## config.mk

```make
export PLATFORM = sky130hd
export DESIGN_NAME = bcd_subtractor_serial
export DESIGN_NICKNAME = d
export VERILOG_FILES = /design/src/rtl/bcd_subtractor_serial.sv
export SDC_FILE = /design/constraint.sdc
export NUM_CORES = 1
export LEC_CHECK = 0
export BUFFER_PORTS_ARGS = -buffer_cell sky130_fd_sc_hd__buf_2
export CAP_MARGIN = 30
export CORE_MARGIN = 2
export CORE_UTILIZATION = 54
export CTS_BUF_LIST = sky130_fd_sc_hd__clkbuf_16
export CTS_CLUSTER_SIZE = 12
export DETAILED_ROUTE_END_ITERATION = 12
export GPL_TIMING_DRIVEN = 0
export PLACE_DENSITY = 0.79
export SYNTH_ARGS = -nofsm -noshare
export SYNTH_HDL_FRONTEND = slang
export SYNTH_SLANG_ARGS = --single-unit
```

## constraint.sdc

```tcl
create_clock -name clk -period 4.4 [get_ports clk]
set_input_delay 1.1 -clock clk [delete_from_list [all_inputs] [get_ports clk]]
set_output_delay 1.1 -clock clk [all_outputs]
set_load 0.02 [all_outputs]
```

## src/rtl/bcd_subtractor_serial.sv

```systemverilog
`default_nettype none
// ============================================================================
// Module      : bcd_subtractor_serial
// Description : Digit-serial packed-BCD subtractor, diff = a - b - bin, LSD
//               first, ten's-complement result with borrow-out.
// Revision    : 1.0 - initial release
// ============================================================================
module bcd_subtractor_serial #(
    parameter int DIGITS = 4
) (
    input  logic                  clk,
    input  logic                  rst,
    input  logic                  start,
    input  logic [4*DIGITS-1:0]   a,
    input  logic [4*DIGITS-1:0]   b,
    input  logic                  bin,
    output logic                  busy,
    output logic                  done,
    output logic [4*DIGITS-1:0]   diff,
    output logic                  b_out,
    output logic                  err
);

    localparam int              c_W    = 4 * DIGITS;
    localparam int              c_CW   = (DIGITS > 1) ? $clog2(DIGITS) : 1;
    localparam logic [c_CW-1:0] c_LAST = c_CW'(DIGITS - 1);

    localparam logic [1:0] c_IDLE = 2'd0;
    localparam logic [1:0] c_CALC = 2'd1;
    localparam logic [1:0] c_DONE = 2'd2;

    logic [1:0]      r_state;
    logic [c_W-1:0]  r_a;
    logic [c_W-1:0]  r_b;
    logic [c_W-1:0]  r_diff;
    logic [c_CW-1:0] r_cnt;
    logic            r_brw;
    logic            r_bout;
    logic            r_err;
    logic            r_done;
    logic            r_busy;
    logic            r_rej;

    logic            w_bad;
    logic [3:0]      w_ak;
    logic [3:0]      w_bk;
    logic [4:0]      w_t;
    logic [3:0]      w_digit;

    always_comb begin
        w_bad = 1'b0;
        for (int i = 0; i < DIGITS; i++) begin
            if ((a[4*i +: 4] > 4'd9) || (b[4*i +: 4] > 4'd9)) begin
                w_bad = 1'b1;
            end
        end
    end

    // 5-bit two's-complement difference; bit 4 set means the digit borrowed
    assign w_ak    = r_a[4*r_cnt +: 4];
    assign w_bk    = r_b[4*r_cnt +: 4];
    assign w_t     = {1'b0, w_ak} - {1'b0, w_bk} - {4'b0000, r_brw};
    assign w_digit = w_t[4] ? (w_t[3:0] + 4'd10) : w_t[3:0];

    always_ff @(posedge clk or posedge rst) begin
        if (rst) begin
            r_state <= c_IDLE;
            r_a     <= '0;
            r_b     <= '0;
            r_diff  <= '0;
            r_cnt   <= '0;
            r_brw   <= 1'b0;
            r_bout  <= 1'b0;
            r_err   <= 1'b0;
            r_done  <= 1'b0;
            r_busy  <= 1'b0;
            r_rej   <= 1'b0;
        end else begin
            r_done <= 1'b0;
            case (r_state)
                c_IDLE: begin
                    // Rejected operands take one extra IDLE cycle so err and
                    // done appear together one edge after the capture edge.
                    if (r_rej) begin
                        r_rej   <= 1'b0;
                        r_err   <= 1'b1;
                        r_done  <= 1'b1;
                        r_state <= c_DONE;
                    end else if (start) begin
                        r_a    <= a;
                        r_b    <= b;
                        r_brw  <= bin;
                        r_cnt  <= '0;
                        r_diff <= '0;
                        r_bout <= 1'b0;
                        r_err  <= 1'b0;
                        if (w_bad) begin
                            r_rej <= 1'b1;
                        end else begin
                            r_state <= c_CALC;
                            r_busy  <= 1'b1;
                        end
                    end
                end
                c_CALC: begin
                    r_diff[4*r_cnt +: 4] <= w_digit;
                    r_brw                <= w_t[4];
                    r_cnt                <= r_cnt + 1'b1;
                    if (r_cnt == c_LAST) begin
                        r_bout  <= w_t[4];
                        r_busy  <= 1'b0;
                        r_done  <= 1'b1;
                        r_state <= c_DONE;
                    end
                end
                c_DONE: begin
                    r_state <= c_IDLE;
                end
                default: begin
                    r_state <= c_IDLE;
                end
            endcase
        end
    end

    assign busy  = r_busy;
    assign done  = r_done;
    assign diff  = r_diff;
    assign b_out = r_bout;
    assign err   = r_err;

endmodule
`default_nettype wire

```

---- Word level (Yosys, flattened, before mapping) ----
Index checks and enable logic that the tools add are counted.
word-level totals
  register bits after elaboration ......... 58
  logic and storage cells ................. 86
  output and inout bits ................... 20
  input port bits ......................... 36
cells by class
  shift-type cells ........................ 4
  add/subtract/negate cells ............... 5
  multiplexer cells ....................... 36
  magnitude comparators ................... 8
  bitwise gates (word level) .............. 1
  reductions and logical operators ........ 13
  equal/unequal tests ..................... 8
operator list
  cell                       count
  $neg A4 Y34                1
  $shift A4 B34 Y16 const A  1
  $shiftx A4 B34 Y16         1
  $gt A4 B4 Y1 const B       8
  $mux W16                   2
  $pmux W16 S2               1
  $shiftx A16 B5 Y4          2
  $mux W1                    19
  $bwmux W16                 1
  $mux W2                    6
  $reduce_and A3 Y1          3
  $ne A2 B2 Y1 const B       4
  $pmux W1 S2                4
  $pmux W2 S2                2
  $ne A3 B3 Y1 const B       2
  $reduce_and A5 Y1          1
  $sub A4 B4 Y5              1
  $sub A5 B1 Y5              1
  $add A4 B4 Y4 const B      1
  $logic_or A1 B1 Y1         4
  $mux W4                    1
  $reduce_and A4 Y1          1
  $reduce_bool A2 Y1         2
  $add A2 B1 Y2 const B      1
  5 further kinds            5

---- Depth between registers and ports, before layout ----
Gate-level depths: netlist of run 1.
  word-level depth ........................ 10
  depth in mapped cells ................... 13
  depth with buffers taken out ............ 10

---- Worst setup path after synthesis of run 1 ----
OpenSTA, ideal clock, no wires.
  path kind ............................... reg-to-reg
  start point ............................. register r_cnt[0]
  end point ............................... register r_diff[10], in the netlist diff[10]
  setup slack ............................. 1.130 ns
  arrival ................................. 3.138 ns
  period minus slack after synthesis ...... 3.270 ns
  data required time ...................... 4.268 ns
  cell stages (with the launch flop) ...... 12
  path buffers ............................ 3
  path through ............................ dfrtp_1 -> buf_6 -> buf_2 -> mux4_2 -> fa_1 -> fa_1 -> nand2b_1 -> a211o_1 -> and2_1 -> clkbuf_1 -> mux2i_1 -> o21ai_0
on the way
  word-level cells in the longest chain between the ends .. 8
  elaborated cells on any way between the ends .. 11
  classes of those cells .................. add/sub: 4; shift: 4; mux: 3
ends and longest elaborated chain
  item                                         line    text
  from (decl)                                  36      logic [c_CW-1:0] r_cnt;
  from (signal assigned)                       108     r_cnt <= r_cnt + 1'b1;
  $shiftx A16 B5 Y4, on equally long branches  60, 61
  $sub A4 B4 Y5                                62      assign w_t = {1'b0, w_ak} - {1'b0, w_bk} - {4'b0000, r_brw};
  $sub A5 B1 Y5                                62
  $add A4 B4 Y4                                63      assign w_digit = w_t[4] ? (w_t[3:0] + 4'd10) : w_t[3:0];
  $mux W4                                      63
  $shiftx A4 B34 Y16                           106     r_diff[4*r_cnt +: 4] <= w_digit;
  $bwmux W16 (*)                               106
  $pmux W16 S2 (*)                             80      case (r_state)
  to (signal, indexed assignment)              106
  to (decl)                                    35      logic [c_W-1:0] r_diff;
Mark *: on every way between the ends. The rest lies on a longest branch, timed or not.
A chain may end at the register's enable or synchronous reset.

---- Worst setup path in the final report of run 1 ----
Ends and elaborated chain as after synthesis.

==> results of run 1 <==
metal layers:
metal  vias up  part of all wire, %  GRT usage (%)
li1        914                    -              -
met5         -                    0              0
met2        55                   51           39.4
met3        15                  4.2           4.82
met1       964                   43           27.9
met4         0                  2.4           11.5
cell usage after synthesis:
library cell,number
dfrtp_1,58
nand2_1,20
o21ai_1,4
or4_1,1
xor2_1,2
o21ai_0,23
inv_1,11
nor4b_2,1
nand3_1,4
mux2i_1,2
mux2_2,32
nand2b_1,3
mux4_2,8
nor3b_1,1
xnor2_1,1
ha_1,9
buf_2,4
clkbuf_1,4
o21bai_1,1
buf_6,1
and2_1,2
a211oi_1,1
nand3b_1,1
fa_1,2
nor2_1,6
a211o_1,1
a21oi_2,1
xnor2_2,1
a21oi_1,6
a2bb2oi_1,1
a22o_1,1
o31ai_1,2
a31oi_1,1
nor3_1,1
nor2b_1,1
nand4_1,2
power by group through the flow:
stage                     Combinational [W]  Clock [W]  Sequential, W
final                               0.00147   0.000584       0.000853
after global routing                0.00160   0.000621       0.000881
after CTS                           0.00149   0.000592       0.000852
after detailed placement            0.00146          0       0.000859
after global placement              0.00141          0       0.000844
after floorplan                     0.00107          0       0.000857
registers in the layout, summed over array words and instances (netlist names):
signal   flops
busy         1
done         1
r_brw        1
r_a         16
r_b         16
r_rej        1
b_out        1
diff        16
err          1
r_state      2
r_cnt        2
critical path, stage by stage, from the launching register on:
cell and delay (ns):
dfrtp_1 0.38, buf_6 0.15, buf_2 0.30, mux4_2 0.56, fa_1 0.42, fa_1 0.43
nand2b_1 0.18, a31oi_1 0.21, and2_1 0.15, clkbuf_1 0.21, mux2i_1 0.45, o21ai_0 0.16
worst max path at each step:
stage | endpoint | start | cells past startpoint | slack [ns]
after global routing | diff[10] | r_cnt[0] | 11 | 0.43
after global placement | diff[6] | r_cnt[0] | 11 | 0.65
final | diff[10] | r_cnt[0] | 11 | 0.65
after CTS | diff[14] | r_cnt[0] | 11 | 0.59
after detailed placement | diff[6] | r_cnt[0] | 11 | 0.60
after floorplan | diff[10] | r_cnt[0] | 11 | 1.13
layout make-up:
| class | count | area, µm² |
|---|---|---|
| clock inverter | 6 | 27.5 |
| inverter | 11 | 41.3 |
| tap | 67 | 83.8 |
| buffer | 9 | 46.3 |
| multi-input combinational | 142 | 1200 |
| fill | 394 | 1440 |
| clock buffer | 9 | 225 |
| timing repair buffer | 56 | 295 |
| sequential | 58 | 1450 |
per-stage QoR:
| step | setup slack (ns) | cell area, µm² | total power [W] |
|---|---|---|---|
| after floorplan | 1.13 | 2740 | 0.00193 |
| after global placement | 0.652 | 3100 | 0.00225 |
| after detailed placement | 0.601 | 3120 | 0.00232 |
| after CTS | 0.592 | 3370 | 0.00293 |
| after global routing | 0.432 | 3370 | 0.00311 |
| final | 0.645 | 3370 | 0.00290 |
cells by family (layout without fill, tap and decap cells):
kind of cell    after synthesis  after routing
xor+xnor                      4              4
simple gates                 43             43
mux                          42             42
compound gates               42             42
fa+ha+maj                    11             11
flops                        58             58
buf+inv                      20             91
==> impl_results.md, run 1 <==
- Status: completed
- CTS Buf Count: 9
- Req. time, crit path: approximately 4.6 ns
- Largest family of logic cells by synthesized area: multiplexers
- WHS: 0.472 ns
- Clock Skew: ~0.0035 ns
- Fin cells: about 360
- Hold Crit Start: diff[12]
- Top Ports: 56
- Synth Area in Adders: under 10%
- Routed wire length per instance: about 16 µm
- Setup repair after global routing missed its margin: false
- Worst-path clk slew: 0.05 ns
- Antenna cells: 0
- Max-slew violation count: 0
- Final Hold Viols: 0
- Initial DRC count: between 100 and 150
- Reg2reg end: diff[10]
- Sequential power share: 29.4%
- Most common cell after layout, fill and taps aside: buf_2
- #FFs+latches synth: 58
- Synth Cell Area: around 2700 µm²
- Multiplexer share of the synthesized area: 20.4%
- Distinct cell type count after synthesis: 36
- Commonest non-fill, non-tap cells in the layout: buf_2 (59), dfrtp_1 (58), mux2_2 (32)
- CP Launch Type: register
- Setup crit end kind: register
- Area of the core: 4820 µm²
- DP HPWL: a little over 4000 µm
- Mapped Cells: 220
- Synth Area in XOR/XNOR: between 1.5 and 2%
- Cts hold-fix bufs: 0
- Worst Max-Slew Pin Slew: approximately 0.62 ns
- Synth Area in Simple Gates: 7.67%
- FF-to-FF setup slack: 0.65 ns
- VDD IR max: between 0.0004 and 0.0005 V
- Max_slew headroom: roughly three fifths
- R2R Path Start: r_cnt[0]
- Fin util: between 70% and 80%
- Post-Syn Area per Cell: roughly 12 µm²
- Clock power frac: between 20% and 30%
- TNS Setup: 0 ns
- Cts repair resizes: 0
- Hold endpoint: diff[12]
- Hold path cells: 2
- Clk root buf: clkbuf_16
- Antenna-violating nets left: 0
- Die ar.: between 5000 and 6000 µm²
- Area growth syn-to-layout: 23.0%
- Global-route wire length before repair: ~9400 µm
- Compound-Gate Fraction of Synth Area: 8.63%
- Mean number of vias per cell: 5.44
- Die width: about 75 µm
- Std cell rows: 25
- Mapped Nets: ~270
- Area share of the largest cell type after synthesis: roughly 53%
- Nets: about 330
- Fmax: 266 MHz
- Final min period: between 3 and 4 ns
- GRT Total Usage: between 20% and 30%
- Clock buffer depth: 2
- Leak Pwr: roughly 1.6 nW
- Crit share post-route: a little under nine tenths
- WS Path Type: register to register
- Power Density: between 800 and 900 nW/µm²
- Vias: 1948
- Share of cells above drive strength 1: ~41%
- Antenna violations before repair: 0
- Largest fanout on the critical path: 10
- R2R depth: 11
- Max Cap Viol: 0
- Vias in the first global route: between 2000 and 2500
- Hold WC Path Type: register to register
- Gpl congestion: between 0.8 and 0.9
- Routed wire length: 5680 µm
- Sw frac: around 40%
- Congestion Overflow GR: 0
- Chip height: 75.3 µm
- Switching power: ~0.0011 W
- CTS tree: done
- Placed Cells: ~340
- PortBufs: 55
- DRC Markers: 0
- Largest net degree at the start of global routing: 31
- Initial Utilization: 56.9%
- Internal power: approximately 0.0018 W
- Final setup vio count: 0
- Logic gate share of total power: around half
- Largest cells by area after synthesis: dfrtp_1 (53%), mux2_2 (13%), mux4_2 (6.6%), o21ai_0 (4.2%), ha_1 (4.1%)
- Clock latency on the worst-skew pair: between 0.3 and 0.4 ns
- Area leader, netlist: dfrtp_1
- Yosys warns: 0
- Initial DRT Pass Iterations: 4
- H-tree depth: 3
- Register area share after synthesis: 52.9%
- Sinks on Clock Net: 58
- Post-CTS Setup Bufs: 0
- Arr. time, crit path: 3.94 ns
No activity file was read; power rests on OpenSTA's default activity.
==> run 2, diff against run 1 <==
REMOVE_ABC_BUFFERS = 1   (was unset)
==> impl_results.md, run 2 (synthesis gave the netlist of run 1 again) <==
- Most common cell after layout, fill and taps aside: dfrtp_1
- PortBufs: 55
- Max Cap Viol: 0
- WHS: roughly 0.48 ns
- Die ar.: around 5700 µm²
- Power Density: between 800 and 900 nW/µm²
- Initial Utilization: 56.9%
- Crit share post-route: 84.1%
- DRC Markers: 0
- Clock Skew: around 0.0063 ns
- Area of the core: 4820 µm²
- GRT Total Usage: between 20% and 30%
- Vias: 1907
- Commonest non-fill, non-tap cells in the layout: dfrtp_1 (58), buf_2 (55), mux2_2 (32)
- Worst-path clk slew: about 0.050 ns
- Sinks on Clock Net: between 50 and 60
- Final Cell Area: ~3400 µm²
- WS Path Type: register to register
- Placed Cells: about 340
- Hold Crit Start: diff[13]
- Cts hold-fix bufs: 0
- Final min period: between 3 and 4 ns
- H-tree depth: 3
- Post-CTS Setup Bufs: 0
- Antenna violations before repair: 0
- Final Hold Viols: 0
- Vias in the first global route: between 1500 and 2000
- Status: completed
- Global-route wire length before repair: between 8000 and 9000 µm
- Hold WC Path Type: register to register
- Initial DRC count: 96
- Fin cells: between 300 and 400
- Die width: around 75 µm
- Nets: 327
- Fmax: between 200 and 300 MHz
- Largest net degree at the start of global routing: 31
- Routed wire length per instance: around 15 µm
- Crit. Startpoint: r_cnt[0]
- Antenna-violating nets left: 0
- VDD IR max: 0.000465 V
- Max-slew violation count: 0
- Worst Max-Slew Pin Slew: between 0.8 and 0.9 ns
- Gpl congestion: between 0.7 and 0.8
- Clk root buf: clkbuf_16
- FILL cells: between 300 and 400
- CP Launch Type: register
- R2R Path Start: r_cnt[0]
- Mean number of vias per cell: roughly 5.4
- Std cell rows: 25
- Max_slew headroom: a little under half
- CTS Buf Count: 9
- Setup slack after layout: about 0.70 ns
- Setup repair after global routing missed its margin: false
- Clock buffer depth: 2
- CTS tree: done
- Area after DPL: 3110 µm²
- Share of cells above drive strength 1: between 30% and 40%
- Routed wire length: between 5000 and 6000 µm
- DP HPWL: approximately 3800 µm
- Worst slack at placement: 0.673 ns
- TNS Setup: 0 ns
- Setup crit end kind: register
- Congestion Overflow GR: 0
- Clock latency on the worst-skew pair: ~0.32 ns
- Initial DRT Pass Iterations: 4
- Area growth syn-to-layout: 22.6%
- Antenna cells: 0
- Arr. time, crit path: between 3 and 4 ns
- Leak Pwr: approximately 1.6 nW
- Req. time, crit path: ~4.6 ns
- Cts repair resizes: 0
- Chip height: roughly 75 µm
- Final setup vio count: 0
- Top Ports: 56
- Largest fanout on the critical path: 16
run 2: cell count changes in the layout (fill, tap and decap cells not counted):
cell      change
clkinv_1      +5
nor4b_4       +1
inv_1         -1
nor4b_2       -1
clkinv_2      -3
clkbuf_1      -4
buf_2         -4
buf_8         +1
run 2: per-stage QoR:
step	util [%]	total power, W
6_report	69.8	0.00285
5_1_grt	69.8	0.00306
3_5_place_dp	64.5	0.00229
4_1_cts	69.8	0.00289
3_3_place_gp	63.4	0.00221
2_1_floorplan	-	0.00190
run 2: power by group:
group | switching (W) | leakage [nW] | internal [W] | total [W]
Sequential | 0.000140 | 0.728 | 0.000736 | 0.000875
Combinational | 0.000753 | 0.706 | 0.000637 | 0.00139
Clock | 0.000220 | 0.128 | 0.000366 | 0.000586
run 2: worst max-delay path, stage by stage (launching register included):
cell and delay (ns):
dfrtp_1 0.86, mux4_2 0.61, fa_1 0.43, fa_1 0.44, nand2b_1 0.18, a211o_1 0.31
and2_1 0.21, mux2i_1 0.36, o21ai_0 0.15
run 2: per-layer routing:
layer | vias up | wire length [µm] | track usage, %
li1 | 908 | - | -
met1 | 940 | 2370 | 28.8
met2 | 50 | 2510 | 33.2
met3 | 9 | 276 | 7.50
met4 | 0 | 76 | 9.75
met5 | - | 0 | 0
run 2: layout make-up:
class	instances	area (µm²)	area share, %
Clock buffer	9	225	6.70
Sequential cell	58	1450	43.2
Multi-Input combinational cell	142	1210	36.0
Inverter	11	41.3	1.23
Timing Repair Buffer	58	322	9.56
Clock inverter	7	27.5	0.819
Tap cell	67	83.8	2.49
run 2: worst paths after layout:
kind | end | slack [ns] | depth (start not counted)
worst max-delay path | diff[6] | 0.70 | 8
worst min-delay path | diff[13] | 0.48 | 2
worst max register to register | diff[6] | 0.70 | 8
worst min register to register | diff[13] | 0.48 | 2
max in group asynchronous | r_cnt[1] | 2.96 | 3
min in group asynchronous | r_rej | 0.87 | 2
